$ cat src/rtl/msrv32_pkg.sv
`default_nettype none
// ============================================================================
//  Module      : msrv32_pkg
//  Description : Shared constants and types for the instruction-fetch path.
//  Revision    : 1.0 - initial release
// ============================================================================
package msrv32_pkg;

  localparam logic [1:0] c_FETCH_IDLE = 2'd0;
  localparam logic [1:0] c_FETCH_REQ  = 2'd1;
  localparam logic [1:0] c_FETCH_WAIT = 2'd2;
  localparam logic [1:0] c_FETCH_HOLD = 2'd3;

  // ADDI x0,x0,0
  localparam logic [31:0] c_NOP_INSTR    = 32'h0000_0013;
  localparam logic [31:0] c_BOOT_ADDRESS = 32'h0000_0000;

  typedef struct packed {
    logic [31:0] instr;
    logic [31:0] pc;
  } fetch_word_t;

  function automatic logic is_word_aligned(input logic [1:0] pc_lsb);
    return (pc_lsb == 2'b00);
  endfunction

endpackage : msrv32_pkg
`default_nettype wire

$ cat src/rtl/msrv32_fetch_hold_reg.sv
`default_nettype none
// ============================================================================
//  Module      : msrv32_fetch_hold_reg
//  Description : Output register presenting instruction/PC/valid to decode.
//  Revision    : 1.0 - initial release
// ============================================================================
module msrv32_fetch_hold_reg
  import msrv32_pkg::*;
#(
  parameter logic [31:0] NOP_INSTR    = c_NOP_INSTR,
  parameter logic [31:0] BOOT_ADDRESS = c_BOOT_ADDRESS
) (
  input  logic        clk,
  input  logic        rst,
  input  logic        i_load,
  input  logic        i_flush,
  input  logic        i_clear_valid,
  input  fetch_word_t i_data,
  output fetch_word_t o_data,
  output logic        o_valid
);

  fetch_word_t r_data;
  logic        r_valid;

  // Flush beats load: a redirected or discarded response must never surface.
  always_ff @(posedge clk) begin
    if (rst) begin
      r_data.instr <= NOP_INSTR;
      r_data.pc    <= BOOT_ADDRESS;
      r_valid      <= 1'b0;
    end else if (i_flush) begin
      r_data.instr <= NOP_INSTR;
      r_valid      <= 1'b0;
    end else if (i_load) begin
      r_data       <= i_data;
      r_valid      <= 1'b1;
    end else if (i_clear_valid) begin
      r_valid      <= 1'b0;
    end
  end

  assign o_data  = r_data;
  assign o_valid = r_valid;

endmodule : msrv32_fetch_hold_reg
`default_nettype wire

$ cat src/rtl/msrv32_imem_fetch_ctrl.sv
`default_nettype none
// ============================================================================
//  Module      : msrv32_imem_fetch_ctrl
//  Description : Single-outstanding instruction fetch controller (valid/ready).
//  Revision    : 1.0 - initial release
// ============================================================================
module msrv32_imem_fetch_ctrl
  import msrv32_pkg::*;
#(
  parameter logic [31:0] BOOT_ADDRESS = c_BOOT_ADDRESS,
  parameter logic [31:0] NOP_INSTR    = c_NOP_INSTR
) (
  input  logic        ms_riscv32_mp_clk_in,
  input  logic        ms_riscv32_mp_rst_in,
  input  logic [31:0] pc_in,
  input  logic        stall_in,
  input  logic        flush_in,
  output logic [31:0] imaddr_out,
  output logic        imaddr_valid_out,
  input  logic        imaddr_ready_in,
  input  logic [31:0] instr_in,
  input  logic        instr_valid_in,
  output logic [31:0] instr_out,
  output logic [31:0] pc_fetched_out,
  output logic        instr_valid_out,
  output logic        pc_advance_out,
  output logic        misaligned_out
);

  logic [1:0]  r_state;
  logic        r_discard;
  logic [31:0] r_imaddr;
  logic        r_imaddr_valid;
  logic        r_pc_advance;
  logic        r_misaligned;

  logic        w_resp;
  logic        w_drop_resp;
  logic        w_load;
  logic        w_flush_nop;
  fetch_word_t w_resp_word;
  fetch_word_t w_hold_word;

  always_comb begin
    w_resp      = (r_state == c_FETCH_WAIT) && instr_valid_in;
    w_drop_resp = w_resp && (r_discard || flush_in);
    w_load      = w_resp && !w_drop_resp;
    w_flush_nop = w_drop_resp || ((r_state == c_FETCH_HOLD) && flush_in);
    w_resp_word.instr = instr_in;
    w_resp_word.pc    = r_imaddr;
  end

  always_ff @(posedge ms_riscv32_mp_clk_in) begin
    if (ms_riscv32_mp_rst_in) begin
      r_state        <= c_FETCH_IDLE;
      r_discard      <= 1'b0;
      r_imaddr       <= BOOT_ADDRESS;
      r_imaddr_valid <= 1'b0;
      r_pc_advance   <= 1'b0;
      r_misaligned   <= 1'b0;
    end else begin
      r_pc_advance <= 1'b0;
      r_misaligned <= 1'b0;
      case (r_state)
        c_FETCH_IDLE: begin
          if (!stall_in) begin
            if (is_word_aligned(pc_in[1:0])) begin
              r_imaddr       <= pc_in;
              r_imaddr_valid <= 1'b1;
              r_state        <= c_FETCH_REQ;
            end else begin
              r_misaligned   <= 1'b1;
            end
          end
        end
        // Request stays up until accepted even on flush; the response is
        // consumed later and dropped via the discard flag.
        c_FETCH_REQ: begin
          if (flush_in) begin
            r_discard <= 1'b1;
          end
          if (imaddr_ready_in) begin
            r_imaddr_valid <= 1'b0;
            r_state        <= c_FETCH_WAIT;
          end
        end
        c_FETCH_WAIT: begin
          if (instr_valid_in) begin
            if (r_discard || flush_in) begin
              r_discard <= 1'b0;
              r_state   <= c_FETCH_IDLE;
            end else if (!stall_in) begin
              r_pc_advance <= 1'b1;
              r_state      <= c_FETCH_IDLE;
            end else begin
              r_state      <= c_FETCH_HOLD;
            end
          end else if (flush_in) begin
            r_discard <= 1'b1;
          end
        end
        c_FETCH_HOLD: begin
          if (flush_in) begin
            r_state <= c_FETCH_IDLE;
          end else if (!stall_in) begin
            r_pc_advance <= 1'b1;
            r_state      <= c_FETCH_IDLE;
          end
        end
        default: begin
          r_state <= c_FETCH_IDLE;
        end
      endcase
    end
  end

  msrv32_fetch_hold_reg #(
    .NOP_INSTR    (NOP_INSTR),
    .BOOT_ADDRESS (BOOT_ADDRESS)
  ) u_hold_reg (
    .clk           (ms_riscv32_mp_clk_in),
    .rst           (ms_riscv32_mp_rst_in),
    .i_load        (w_load),
    .i_flush       (w_flush_nop),
    .i_clear_valid (r_pc_advance),
    .i_data        (w_resp_word),
    .o_data        (w_hold_word),
    .o_valid       (instr_valid_out)
  );

  assign imaddr_out       = r_imaddr;
  assign imaddr_valid_out = r_imaddr_valid;
  assign pc_advance_out   = r_pc_advance;
  assign misaligned_out   = r_misaligned;
  assign instr_out        = w_hold_word.instr;
  assign pc_fetched_out   = w_hold_word.pc;

endmodule : msrv32_imem_fetch_ctrl
`default_nettype wire

$ cat config.mk
export PLATFORM = sky130hd
export DESIGN_NAME = msrv32_imem_fetch_ctrl
export DESIGN_NICKNAME = d
export VERILOG_FILES = /design/src/rtl/msrv32_pkg.sv /design/src/rtl/msrv32_fetch_hold_reg.sv /design/src/rtl/msrv32_imem_fetch_ctrl.sv
export SDC_FILE = /design/constraint.sdc
export NUM_CORES = 1
export LEC_CHECK = 0
export BUFFER_PORTS_ARGS = -buffer_cell sky130_fd_sc_hd__buf_4
export CAP_MARGIN = 10
export CORE_MARGIN = 1
export CORE_UTILIZATION = 50
export CTS_CLUSTER_SIZE = 16
export DETAILED_ROUTE_END_ITERATION = 10
export MAX_ROUTING_LAYER = met4
export PLACE_DENSITY_LB_ADDON = 0.3
export SYNTH_ARGS = -nofsm -noshare
export SYNTH_HDL_FRONTEND = slang
export SYNTH_SLANG_ARGS = --single-unit
$ cat constraint.sdc
create_clock -name ms_riscv32_mp_clk_in -period 3.62 [get_ports ms_riscv32_mp_clk_in]
set_input_delay 0.543 -clock ms_riscv32_mp_clk_in [delete_from_list [all_inputs] [get_ports ms_riscv32_mp_clk_in]]
set_output_delay 0.543 -clock ms_riscv32_mp_clk_in [all_outputs]
set_load 0.01 [all_outputs]
==> summary.md <==
| Metric | Value |
|---|---|
| Status | complete, no violations |
| Placer Congestion | a little over 0.8 |
| Cell internal pwr | ~1.7 mW |
| Synthesized area | around 3700 µm² |
| H-tree Lvls | 3 |
| Core box area | around 7300 µm² |
| Slowest CP cell | and3_2 |
| Worst setup path class | reg2reg |
| IO Count | 170 |
| Number of global-route vias before repair | 3224 |
| Post-Syn Instances | around 460 |
| Layout fillers | 615 |
| Hold Violations, Final | 0 |
| NetSw | 0.631 mW |
| Sequential share of power | 0.525 |
| R2R Setup Slk | between 1 and 1.5 ns |
| Overall Global Routing Usage | 0.239 |
| Synth warn | 0 |
| Dpl hpwl | between 6000 and 7000 µm |
| Max-cap violations | 0 |
| Register area share after synthesis | 0.550 |
| Buf/Inv on CP | 2 |
| Overall Power | 2.34 mW |
| Sink Count | just over 100 |
| Full die area | approximately 7800 µm² |
| GRT overflow | 0 |
| Hold/Removal Path Class | in2reg |
| Diodes inserted | 0 |
| PortBufs | approximately 170 |
| Worst-path clk slew | about 0.090 ns |
| WHS Endpoint | imaddr_valid_out |
| Static Leak | 2.14 nW |
| Critical R2R Launch | r_state[0] |
| Die W | 88.6 µm |
| Vias/cell | 5.00 |
| Worst Setup End Kind | flop |
| Syn avg cell area | just over 8 µm² |
| Fin. max-slew vios | 0 |
| Final min period | 2.12 ns |
| Startpoint Class | flop |
| CP delay by family, top | simple AND/OR/NAND/NOR gates |
| Worst Path Required | between 3 and 4 ns |
| Max Fclk | roughly 0.47 GHz |
| Setup TNS | 0 ns |
| Logic pwr share | 0.167 |
| Maximum fanout along the worst path | 42 |
| Seq cells post-synth | 103 |
| Unrepaired setup endpoints after global routing | no |
| Period utilization | 0.587 |
| Drt wl/cell | 13.1 µm |
| First-pass GRT wire length | 14200 µm |
| WP data arrival | about 2.4 ns |
| Worst-Margin Slew | around 1.0 ns |
| Clock Tree Buf Depth | 2 |
| Initial Util | 0.516 |
| Die Height | 88.6 µm |
| Final-report setup violation count | 0 |
| Initial antenna violation count | 0 |
| Rel. slew slack | 0.312 |
| Synthesis-to-finish area growth | 38.2% |
| Worst Reg-to-Reg Cells | 6 |
| Initial DRC count | about 140 |
| RR Endpoint | u_hold_reg.o_data[38] |
| DR vias | around 3.6k |
| Sw frac | 0.270 |
| Synth Net Count | between 500 and 600 |
| Finished Core Util | 0.714 |
| Clk Latency, worst-skew pair | between 0.3 and 0.4 ns |
| Slowest Stage Delay on Critical Path | 0.51 ns |
| Power per cell area | around 450 nW/µm² |
| DRC | 0 |
| CTS tree | built |
| ANT nets after route | 0 |
| Drt first pass iters | 4 |
| Critical path cell sequence | inv_1 > ha_1 > and3_2 > buf_4 > nand2_1 > a21oi_1 |
| Skew final | a little over 0.008 ns |
| Clock share of power | 0.309 |
| Root buf cell | clkbuf_8 |
| Number of core rows | 31 |
| Distinct cells, synth | 24 |
| Hold buffer count at CTS | 0 |
| Largest net degree at the start of global routing | 72 |
| Hold Path Depth | 2 |
| CTS Buf Count | 9 |
| Share of cells above drive strength 1 | 0.318 |
| Nets | 684 |
| Resize count post-CTS | 0 |
| Worst vdd ir | between 0.2 and 0.3 mV |
| WL final | 9330 µm |
| Post-CTS Setup Inserts | 0 |
| Min-delay src | imaddr_ready_in |
[layout by cell type, fill, tap and decap left out, drive strengths merged]
master,synthesis,final
nor2,3,3
and3,1,1
nand2b,2,2
a21oi,97,97
bufinv,0,1
clkinvlp,0,2
nand3,2,2
ha,5,5
nor3b,2,2
a31oi,1,1
nand2,189,189
o31ai,1,1
a311oi,4,4
inv,5,6
o21bai,1,1
nor3,2,2
dfxtp,103,103
buf,21,173
nor4b,1,1
and2,1,1
o2111a,1,1
clkbuf,11,12
nand3b,4,4
[sequential cells by signal (all words and copies together) (netlist names)]
register,count
misaligned_out,1
pc_advance_out,1
imaddr_out,32
imaddr_valid_out,1
u_hold_reg.o_data,64
r_state,2
u_hold_reg.o_valid,1
r_discard,1
[worst max-delay path by stage]
| stage | end | start | cells after the start | slack, ns |
|---|---|---|---|---|
| 2_1_floorplan | u_hold_reg.o_data[32] | r_state[0] | 7 | 2.20 |
| 3_3_place_gp | u_hold_reg.o_data[23] | flush_in | 6 | 1.52 |
| 3_5_place_dp | u_hold_reg.o_data[14] | flush_in | 6 | 1.43 |
| 4_1_cts | u_hold_reg.o_data[38] | r_state[0] | 6 | 1.50 |
| 5_1_grt | u_hold_reg.o_data[3] | r_state[0] | 6 | 1.32 |
| 6_report | u_hold_reg.o_data[38] | r_state[0] | 6 | 1.50 |
[cells in the mapped netlist]
cell type    n  area, µm²
nand3b_1     4       30.0
a311oi_1     4       35.0
and3_1       1       6.26
nand2_1    189        709
nor3b_2      2       25.0
o21bai_1     1       7.51
buf_2       11       55.1
clkbuf_1    11       41.3
nand2b_1     2       12.5
a31oi_1      1       6.26
and2_1       1       6.26
dfxtp_1    103       2060
nor4b_1      1       8.76
buf_4        2       15.0
inv_1        5       18.8
ha_1         5       62.6
nor3_1       2       10.0
a21oi_1     96        480
buf_6        8       90.1
nor2_1       3       11.3
nand3_1      2       10.0
o2111a_2     1       12.5
a21oi_2      1       8.76
o31ai_4      1       21.3
[per-layer routing]
layer / vias up / GRT usage / wire length (µm)
met2: 128 / 0.399 / 4550
li1: 1784 / - / -
met3: 17 / 0.0466 / 545
met4: 0 / 0.0953 / 202
met5: - / - / 0
met1: 1635 / 0.283 / 4030
[through the flow]
stage / instance area, µm² / hold WS, ns / cells / setup slack (ns)
after CTS: 5180 / 0.389 / 713 / 1.50
final: 5180 / 0.406 / 713 / 1.50
after floorplan: 3750 / 0.481 / 457 / 2.20
after detailed placement: 4980 / 0.447 / 697 / 1.43
after global routing: 5180 / 0.402 / 713 / 1.32
after global placement: 4980 / 0.442 / 697 / 1.52
[layout make-up]
cell class              count  area [µm²]  area share
flip-flops and latches    103        2060       0.398
clock inverters             4        53.8      0.0104
well taps                  99         124      0.0239
clock buffers              12         145      0.0280
repair buffers            173        1300       0.251
inverters                   5        18.8     0.00363
multi-input cells         317        1470       0.285
[logic make-up (layout without fill, tap and decap cells)]
family / Yosys count / count (layout) / share of synthesized area
AOI/OAI and AO/OA: 105 / 105 / 0.153
adders and majority gates: 5 / 5 / 0.0167
buffers and inverters: 37 / 194 / 0.0588
DFF: 103 / 103 / 0.550
and+or+nand+nor: 207 / 207 / 0.221
[power groups by stage]
stage          Sequential [mW]  Combinational [mW]  Clock (mW)
2_1_floorplan             1.26               0.222           0
3_3_place_gp              1.25               0.379           0
3_5_place_dp              1.25               0.390           0
4_1_cts                   1.23               0.393       0.733
5_1_grt                   1.23               0.434       0.779
6_report                  1.23               0.389       0.721
Power figures use the tool's default switching activity.
